--- config.mk ---
export PLATFORM = sky130hd
export DESIGN_NAME = viterbi_tbu
export DESIGN_NICKNAME = d
export VERILOG_FILES = /design/src/rtl/viterbi_pkg.sv /design/src/rtl/viterbi_min4.sv /design/src/rtl/viterbi_tbu.sv
export SDC_FILE = /design/constraint.sdc
export NUM_CORES = 1
export LEC_CHECK = 0
export ABC_CLOCK_PERIOD_IN_PS = 2600
export CAP_MARGIN = 20
export CELL_PAD_IN_SITES_DETAIL_PLACEMENT = 1
export CELL_PAD_IN_SITES_GLOBAL_PLACEMENT = 1
export CORE_ASPECT_RATIO = 0.75
export CORE_MARGIN = 2
export CORE_UTILIZATION = 49
export CTS_BUF_LIST = sky130_fd_sc_hd__clkbuf_8
export CTS_CLUSTER_DIAMETER = 30
export DETAILED_ROUTE_END_ITERATION = 8
export GPL_TIMING_DRIVEN = 0
export PLACE_DENSITY_LB_ADDON = 0.1
export SLEW_MARGIN = 0
export SYNTH_ARGS = -nofsm -noshare
export SYNTH_HDL_FRONTEND = slang
export SYNTH_SLANG_ARGS = --single-unit
--- constraint.sdc ---
create_clock -name clk_i -period 2.6 [get_ports clk_i]
set_input_delay 0.26 -clock clk_i [delete_from_list [all_inputs] [get_ports clk_i]]
set_output_delay 0.26 -clock clk_i [all_outputs]
set_load 0.02 [all_outputs]
--- src/rtl/viterbi_pkg.sv ---
// rtl/viterbi_pkg.sv - shared types, widths and trellis helper for the K=3 Viterbi decoder
package viterbi_pkg;

   localparam int NUM_STATES = 4;
   localparam int DEC_W      = NUM_STATES;
   localparam int PM_W       = 8;

   typedef logic [1:0] state_t;

   typedef enum logic [1:0] {
      COLLECT,
      TRACE,
      OUTPUT
   } tbu_state_e;

   // Predecessor of state s given its survivor decision d.
   function automatic state_t pred(input state_t s, input logic d);
      return {s[0], d};
   endfunction

endpackage

--- src/rtl/viterbi_min4.sv ---
// rtl/viterbi_min4.sv - 4-way unsigned argmin of path metrics, lowest index wins ties
// Only built when TBU_BEST_STATE_EN is defined.
`ifdef TBU_BEST_STATE_EN
module viterbi_min4
   import viterbi_pkg::*;
(
   input  logic [PM_W-1:0] pm0_i,
   input  logic [PM_W-1:0] pm1_i,
   input  logic [PM_W-1:0] pm2_i,
   input  logic [PM_W-1:0] pm3_i,
   output state_t          idx_o
);

   logic [PM_W-1:0] m01;
   logic [PM_W-1:0] m23;
   state_t          i01;
   state_t          i23;

   // Strict less-than keeps the lower index on equal metrics at every level.
   always_comb begin
      i01   = (pm1_i < pm0_i) ? 2'd1 : 2'd0;
      m01   = (pm1_i < pm0_i) ? pm1_i : pm0_i;
      i23   = (pm3_i < pm2_i) ? 2'd3 : 2'd2;
      m23   = (pm3_i < pm2_i) ? pm3_i : pm2_i;
      idx_o = (m23 < m01) ? i23 : i01;
   end

endmodule
`endif

--- src/rtl/viterbi_tbu.sv ---
// rtl/viterbi_tbu.sv - survivor memory and traceback, decoded bits streamed in time order
// Optional TBU_BEST_STATE_EN: start traceback from the best final path metric instead of state 0.
module viterbi_tbu
   import viterbi_pkg::*;
#(
   parameter int MAX_LEN = 64
) (
   input  logic             clk_i,
   input  logic             rst_ni,
   input  logic [DEC_W-1:0] dec_bits_i,
   input  logic             dec_valid_i,
   input  logic             dec_last_i,
   output logic             dec_ready_o,
   input  logic [PM_W-1:0]  pm_s0_i,
   input  logic [PM_W-1:0]  pm_s1_i,
   input  logic [PM_W-1:0]  pm_s2_i,
   input  logic [PM_W-1:0]  pm_s3_i,
   output logic             bit_o,
   output logic             bit_valid_o,
   output logic             bit_last_o,
   input  logic             bit_ready_i,
   output logic             busy_o,
   output logic             overflow_o
);

   localparam int LEN_W = $clog2(MAX_LEN + 1);
   localparam int IDX_W = $clog2(MAX_LEN);
   localparam logic [LEN_W-1:0] LEN_ONE  = LEN_W'(1);
   localparam logic [LEN_W-1:0] LEN_FULL = LEN_W'(MAX_LEN - 1);

   tbu_state_e       state_q, state_d;
   logic [LEN_W-1:0] wr_ptr_q, wr_ptr_d;
   logic [LEN_W-1:0] len_q, len_d;
   logic [LEN_W-1:0] idx_q, idx_d;
   logic [LEN_W-1:0] rd_ptr_q, rd_ptr_d;
   state_t           cur_q, cur_d;
   logic             dec_ready_q, dec_ready_d;
   logic             bit_q, bit_d;
   logic             bit_valid_q, bit_valid_d;
   logic             bit_last_q, bit_last_d;
   logic             busy_q, busy_d;
   logic             overflow_q, overflow_d;

   logic [DEC_W-1:0] mem_q [MAX_LEN];
   logic [MAX_LEN-1:0] bitbuf_q;

   state_t           start_st;
   logic             dec_hs;
   logic [DEC_W-1:0] trace_word;
   logic [LEN_W-1:0] rd_next;

`ifdef TBU_BEST_STATE_EN
   viterbi_min4 u_min4 (
      .pm0_i (pm_s0_i),
      .pm1_i (pm_s1_i),
      .pm2_i (pm_s2_i),
      .pm3_i (pm_s3_i),
      .idx_o (start_st)
   );
`else
   // Zero-tail trellis always ends in state 0; metrics are not needed.
   logic unused_pm;
   assign unused_pm = ^{pm_s0_i, pm_s1_i, pm_s2_i, pm_s3_i};
   assign start_st  = '0;
`endif

   always_comb begin
      state_d     = state_q;
      wr_ptr_d    = wr_ptr_q;
      len_d       = len_q;
      idx_d       = idx_q;
      rd_ptr_d    = rd_ptr_q;
      cur_d       = cur_q;
      bit_d       = bit_q;
      bit_valid_d = bit_valid_q;
      bit_last_d  = bit_last_q;
      overflow_d  = 1'b0;
      dec_hs      = dec_valid_i & dec_ready_q;
      trace_word  = mem_q[idx_q[IDX_W-1:0]];
      rd_next     = rd_ptr_q + LEN_ONE;

      unique case (state_q)
         COLLECT: begin
            if (dec_hs) begin
               wr_ptr_d = wr_ptr_q + LEN_ONE;
               if (dec_last_i || (wr_ptr_q == LEN_FULL)) begin
                  state_d    = TRACE;
                  len_d      = wr_ptr_q + LEN_ONE;
                  idx_d      = wr_ptr_q;
                  cur_d      = start_st;
                  wr_ptr_d   = '0;
                  overflow_d = ~dec_last_i;
               end
            end
         end
         TRACE: begin
            cur_d = pred(cur_q, trace_word[cur_q]);
            idx_d = idx_q - LEN_ONE;
            if (idx_q == '0) begin
               state_d  = OUTPUT;
               rd_ptr_d = '0;
            end
         end
         OUTPUT: begin
            // First OUTPUT cycle only loads the registered bit; then stream on handshakes.
            if (!bit_valid_q) begin
               bit_valid_d = 1'b1;
               bit_d       = bitbuf_q[rd_ptr_q[IDX_W-1:0]];
               bit_last_d  = (rd_ptr_q == len_q - LEN_ONE);
            end else if (bit_ready_i) begin
               if (bit_last_q) begin
                  bit_valid_d = 1'b0;
                  bit_last_d  = 1'b0;
                  state_d     = COLLECT;
               end else begin
                  rd_ptr_d   = rd_next;
                  bit_d      = bitbuf_q[rd_next[IDX_W-1:0]];
                  bit_last_d = (rd_next == len_q - LEN_ONE);
               end
            end
         end
         default: state_d = COLLECT;
      endcase

      dec_ready_d = (state_d == COLLECT);
      busy_d      = (state_d != COLLECT);
   end

   always_ff @(posedge clk_i) begin
      if (!rst_ni) begin
         state_q     <= COLLECT;
         wr_ptr_q    <= '0;
         len_q       <= '0;
         idx_q       <= '0;
         rd_ptr_q    <= '0;
         cur_q       <= '0;
         dec_ready_q <= 1'b1;
         bit_q       <= 1'b0;
         bit_valid_q <= 1'b0;
         bit_last_q  <= 1'b0;
         busy_q      <= 1'b0;
         overflow_q  <= 1'b0;
      end else begin
         state_q     <= state_d;
         wr_ptr_q    <= wr_ptr_d;
         len_q       <= len_d;
         idx_q       <= idx_d;
         rd_ptr_q    <= rd_ptr_d;
         cur_q       <= cur_d;
         dec_ready_q <= dec_ready_d;
         bit_q       <= bit_d;
         bit_valid_q <= bit_valid_d;
         bit_last_q  <= bit_last_d;
         busy_q      <= busy_d;
         overflow_q  <= overflow_d;
      end
   end

   // Storage arrays carry no reset; their contents are rewritten every frame.
   always_ff @(posedge clk_i) begin
      if (dec_hs) begin
         mem_q[wr_ptr_q[IDX_W-1:0]] <= dec_bits_i;
      end
      if (state_q == TRACE) begin
         bitbuf_q[idx_q[IDX_W-1:0]] <= cur_q[1];
      end
   end

   assign dec_ready_o = dec_ready_q;
   assign bit_o       = bit_q;
   assign bit_valid_o = bit_valid_q;
   assign bit_last_o  = bit_last_q;
   assign busy_o      = busy_q;
   assign overflow_o  = overflow_q;

endmodule

======== Word level (Yosys, flattened, before mapping) ========
Memories as Yosys holds them, arrays and structs flattened. A register that Yosys moved wholly into a read port is not among the register bits.
Index checks and enable logic that the tools add are counted.
Widths: inputs -> output; s select.
storage, ports and cells
  memories ................................ 1
  register bits ........................... 102
  bits in writable memories ............... 256
memories
  memory  depth  width  rd ports  clocked after Yosys merged registers in  write ports  RTL line           source
  mem_q   64     4      1         1                                        1            viterbi_tbu.sv:44  logic [DEC_W-1:0] mem_q [MAX_LEN];
cells by class
  add/sub/neg operators ................... 4
  order comparisons ....................... 5
  eq/ne operators ......................... 13
  multiplexer cells ....................... 41
  reduce and logical (&&, ||, !) cells .... 15
  bitwise logic cells ..................... 2
operators with widths
  kind                 number
  $bwmux 64            1
  $mux 7               7
  $pmux 7 s2           2
  $lt 6x7->1 const B   3
  $mux 2               8
  $ne 2x2->1 const B   8
  $mux 1               15
  $add 7x1->7 const B  2
  $eq 7x7->1           2
  $sub 7x1->7 const B  2
  $bmux 1 s6           2
  $mux 6               2
  $reduce_and 3->1     3
  $eq 7x6->1 const B   1
  $logic_not 7->1      1
  $demux 1 s6          1
  $ge 6x1->1 const B   1
  $pmux 2 s3           1
  $reduce_bool 2->1    3
  $reduce_and 5->1     1
  $logic_not 2->1      2
  $pmux 2 s2           1
  $reduce_and 2->1     2
  $reduce_and 4->1     1
  other kinds (8)      8

======== Depth between registers and ports, before layout ========
  depth after elaboration ................. 7
  depth in mapped cells ................... 12
  gate-level depth less buffers ........... 9

======== Worst setup path before layout ========
Ideal clock, no wire load.
  kind .................................... register to register
  from .................................... register cur_q[1]
  to ...................................... register cur_q[0]
  arrival ................................. 2365 ps
  path slack .............................. 114 ps
  buffers on the path ..................... 1
  library setup time ...................... 121 ps
  stages on the path, launching flop included .. 9
  path through ............................ dfxtp_1 > clkbuf_1 > inv_1 > nor3_1 > o2111ai_1 > o311a_1 > nand4_1 > a21o_1 > a211oi_2
on the way
  cells in the longest elaborated chain, start to end .. 3
RTL lines
  what                          RTL line            source
  start, declared               viterbi_tbu.sv:36   state_t cur_q, cur_d;
  start signal, assigned        viterbi_tbu.sv:149  cur_q <= cur_d;
  $bmux 1 s2                    viterbi_tbu.sv:97   cur_d = pred(cur_q, trace_word[cur_q]);
  $mux 1 (not written as such)  viterbi_tbu.sv:97
  $pmux 2 s2                    viterbi_tbu.sv:82   unique case (state_q)
Every way passes these cells. The select of a mux whose other input is x is not followed.
A chain may end at the register's enable or synchronous reset.

==> results.cfg <==
[status]
status = finished with violations
violations = negative setup slack

[pwr]
swShare = 0.253
combPwrFrac = 0.101
p_switching_mw = 3.47
ir_drop_uv = 671
seqPwrFrac = 0.470
total_power_mw = 13.7
p_leak_nw = 5.51
p_clk_frac = 0.429
power.density_nw_per_um2 = 752
intPower_mw = 10.3

[worst_setup_path]
cp_top_family = buffers and inverters
path_max_fanout = 10
cp_common_cell = clkbuf_1
r2r_setup_slack_ps = -70
ff2ff_path_depth = 8
start_kind = flop
required_ps = 3100
worstPathArrival_ps = 3170
path_buf_inv = 2
crit_slowest_cell = clkbuf_1
r2r-end = cur_q[0]$_SDFFE_PN0N_
worstPathCellList = clkbuf_1 -> clkbuf_1 -> o221ai_1 -> o21ai_1 -> o211ai_1 -> a41oi_1 -> a21o_1 -> a211oi_2
crit_path_max_incr_delay_ps = 650
end_kind = flop
critical_path_class = reg2reg

[layout]
fillers = 3094
nNetsFinal = 1201
syn_to_final_growth_pct = 14.6
layout-drive-gt1-share = 0.210
post-route-util = 0.567

[detailed_routing]
drc = 0
post_drt_via_cell_ratio = 6.07
vias = 10000
final_antenna_net_count = 0
wl_um = 45100
wl_per_cell_um = 27.2
dr.pass1.iters = 5
drtIter0Drc = 1051

[grt]
grt_antenna_before_repair = 1
grt_pass1_wl_um = 66500
gr-total-overflow = 0
grt_pass1_vias = 10100
track_usage = 0.274
grt_max_degree = 50

[synth]
ys_top_cells_by_area = edfxtp_1, mux4_2, dfxtp_1, nor2_1, mux2i_1
yosysTopAreaCell = edfxtp_1
ys_seq_area_frac = 0.658
netlist_area_um2 = 15900
synth.distinct_cells = 70
async_flop_share = 0
synth_flop_cell = edfxtp_1
synth_top_area_share = 0.603
synth-edff-count = 320
avgSynthCellArea_um2 = 14.9
synth_seq_cells = 364
synth_warnings = 0
syn_nets = 1113
syn_inst = 1067

[clocking]
worstSkewPairLatency_ps = 620
post-cts-setup-buffer-count = 0
numCtsBuffers = 69
cts_root_buffer = clkbuf_8
cts_sinks = 364
path_clk_slew_ps = 60
cts_hold_buf = 0
cts-htree-levels = 3
cts_tree = yes
clockBufferDepth = 3

[job]
maxCapViolations = 0

[floorplanning]
ios = 47
start_util = 0.494
die_x_um = 212
dieHeight_um = 160
dieArea_um2 = 34000
core_um2 = 32200
rows = 57

[sta]
timing.final.crit_period_ps = 2670
fin_worst_skew_ps = 26.7
relSlewSlack = 0.441
final-setup-viol-count = 1
hold_viol_final = 0
slew_violations = 0
rsz0062_at_grt = yes
fmax_mhz = 374
setup_ws_ps = -73.1
period_share = 1.03
worst_pin_slew_ps = 834

[min_path]
min_path_cells = 2
whs_endpoint = overflow_o$_SDFF_PN0_
hp-start = dec_last_i
hold_path.class = in2reg

[place]
hpwl_um = 30700
portBuffers = 12
gp_congestion = 0.915
## area by class of cell
type	instances	area [um^2]	area share
Tap cell	442	553	0.0303
Clock buffer	73	1000	0.0550
Multi-Input combinational cell	622	5080	0.278
Timing Repair Buffer	17	200	0.0110
Inverter	15	56.3	0.00308
Antenna cell	1	2.50	0.000137
Clock inverter	54	448	0.0245
Sequential cell	364	10500	0.574
Buffer	66	430	0.0236
## worst max-delay path by stage
stage / depth (start not counted) / slack, ps / startpoint / end
4_1_cts: 10 / 3 / flop / cur_q[0]$_SDFFE_PN0N_
6_report: 8 / -70 / flop / cur_q[0]$_SDFFE_PN0N_
3_5_place_dp: 10 / -440 / flop / cur_q[0]$_SDFFE_PN0N_
2_1_floorplan: 8 / 110 / cur_q[1]$_SDFFE_PN0N_ / cur_q[0]$_SDFFE_PN0N_
3_3_place_gp: 7 / -1030 / cur_q[1]$_SDFFE_PN0N_ / cur_q[0]$_SDFFE_PN0N_
5_1_grt: 8 / -140 / flop / cur_q[0]$_SDFFE_PN0N_
## cells in the mapped netlist (all sizes together) (4+ instances only)
cell and n:
o32ai 4, nand4 6, mux2i 40, nand2 49, a22oi 11, edfxtp 320, dfxtp 44, xor2 9
nor2b 11, or3 5, xnor2 20, o211ai 7, o21ai 13, nor2 185, nor3 23, nand2b 9
or3b 4, buf 29, nand3 35, a311oi 5, mux2 5, mux4 83, a21oi 29, a211oi 11
inv 14, nand3b 8, ha 5, a31oi 6, and3 4, nor4 5, clkbuf 37
## sequential cells by signal (all words and copies together) (netlist names), named ones only
name and count:
busy_o 1, cur_q 2, mem_q 256, state_q 2
bit_o 1, rd_ptr_q 7, dec_ready_o 1, wr_ptr_q 7
overflow_o 1, bit_valid_o 1, bit_last_o 1, idx_q 7
bitbuf_q 64, len_q 7
## layer usage
layer	routed length, um	global-route usage
met5	0	0
met4	797	0.0741
met3	4410	0.0722
met2	18600	0.364
met1	21200	0.440
## power groups by stage
stage | combinational (mW) | sequential, mW | clock (mW)
CTS | 1.38 | 6.46 | 5.98
floorplan | 0.872 | 6.58 | 0
global placement | 1.33 | 6.59 | 0
finish | 1.39 | 6.46 | 5.89
global route | 1.48 | 6.47 | 6.23
detailed placement | 1.37 | 6.58 | 0
## placed cells by master (no fill, tap or decap), drive strengths merged, types with 23 or more instances in the layout
master	Yosys	layout
a21oi	29	29
buf	29	37
clkbuf	37	111
clkinv	1	24
dfxtp	44	44
edfxtp	320	320
inv	14	30
mux2i	40	40
mux4	83	83
nand2	49	49
nand3	35	35
nor2	185	185
nor3	23	23
## cell families after synthesis
kind of cell,count (synthesis),synth area share
DFF,364,0.658
and+or+nand+nor,354,0.102
muxes,128,0.146
AOI/OAI and AO/OA,106,0.0460
buffers and inverters,81,0.0271
xor gates and xnor gates,29,0.0169
adders and majority gates,5,0.00393
## stage by stage
stage / std cells / setup WS [ps] / TNS (ps) / cell area (um^2) / hold slack, ps
after floorplan: 1067 / 114 / 0 / 15900 / 359
after global placement: 1521 / -1030 / -62940 / 16600 / 467
after detailed placement: 1526 / -436 / -1030 / 16700 / 475
after CTS: 1653 / 3.06 / 0 / 18200 / 22.6
after global routing: 1653 / -142 / -142 / 18300 / 75.3
final: 1654 / -73.1 / -73.1 / 18300 / 65.9
## repair_timing
item,4_1_cts,5_1_grt
hold endpoints to repair,0,0
gates resized for setup,14,17
pin swaps,0,2
endpoints found under the setup margin,11,42
Power figures use the tool's default switching activity.
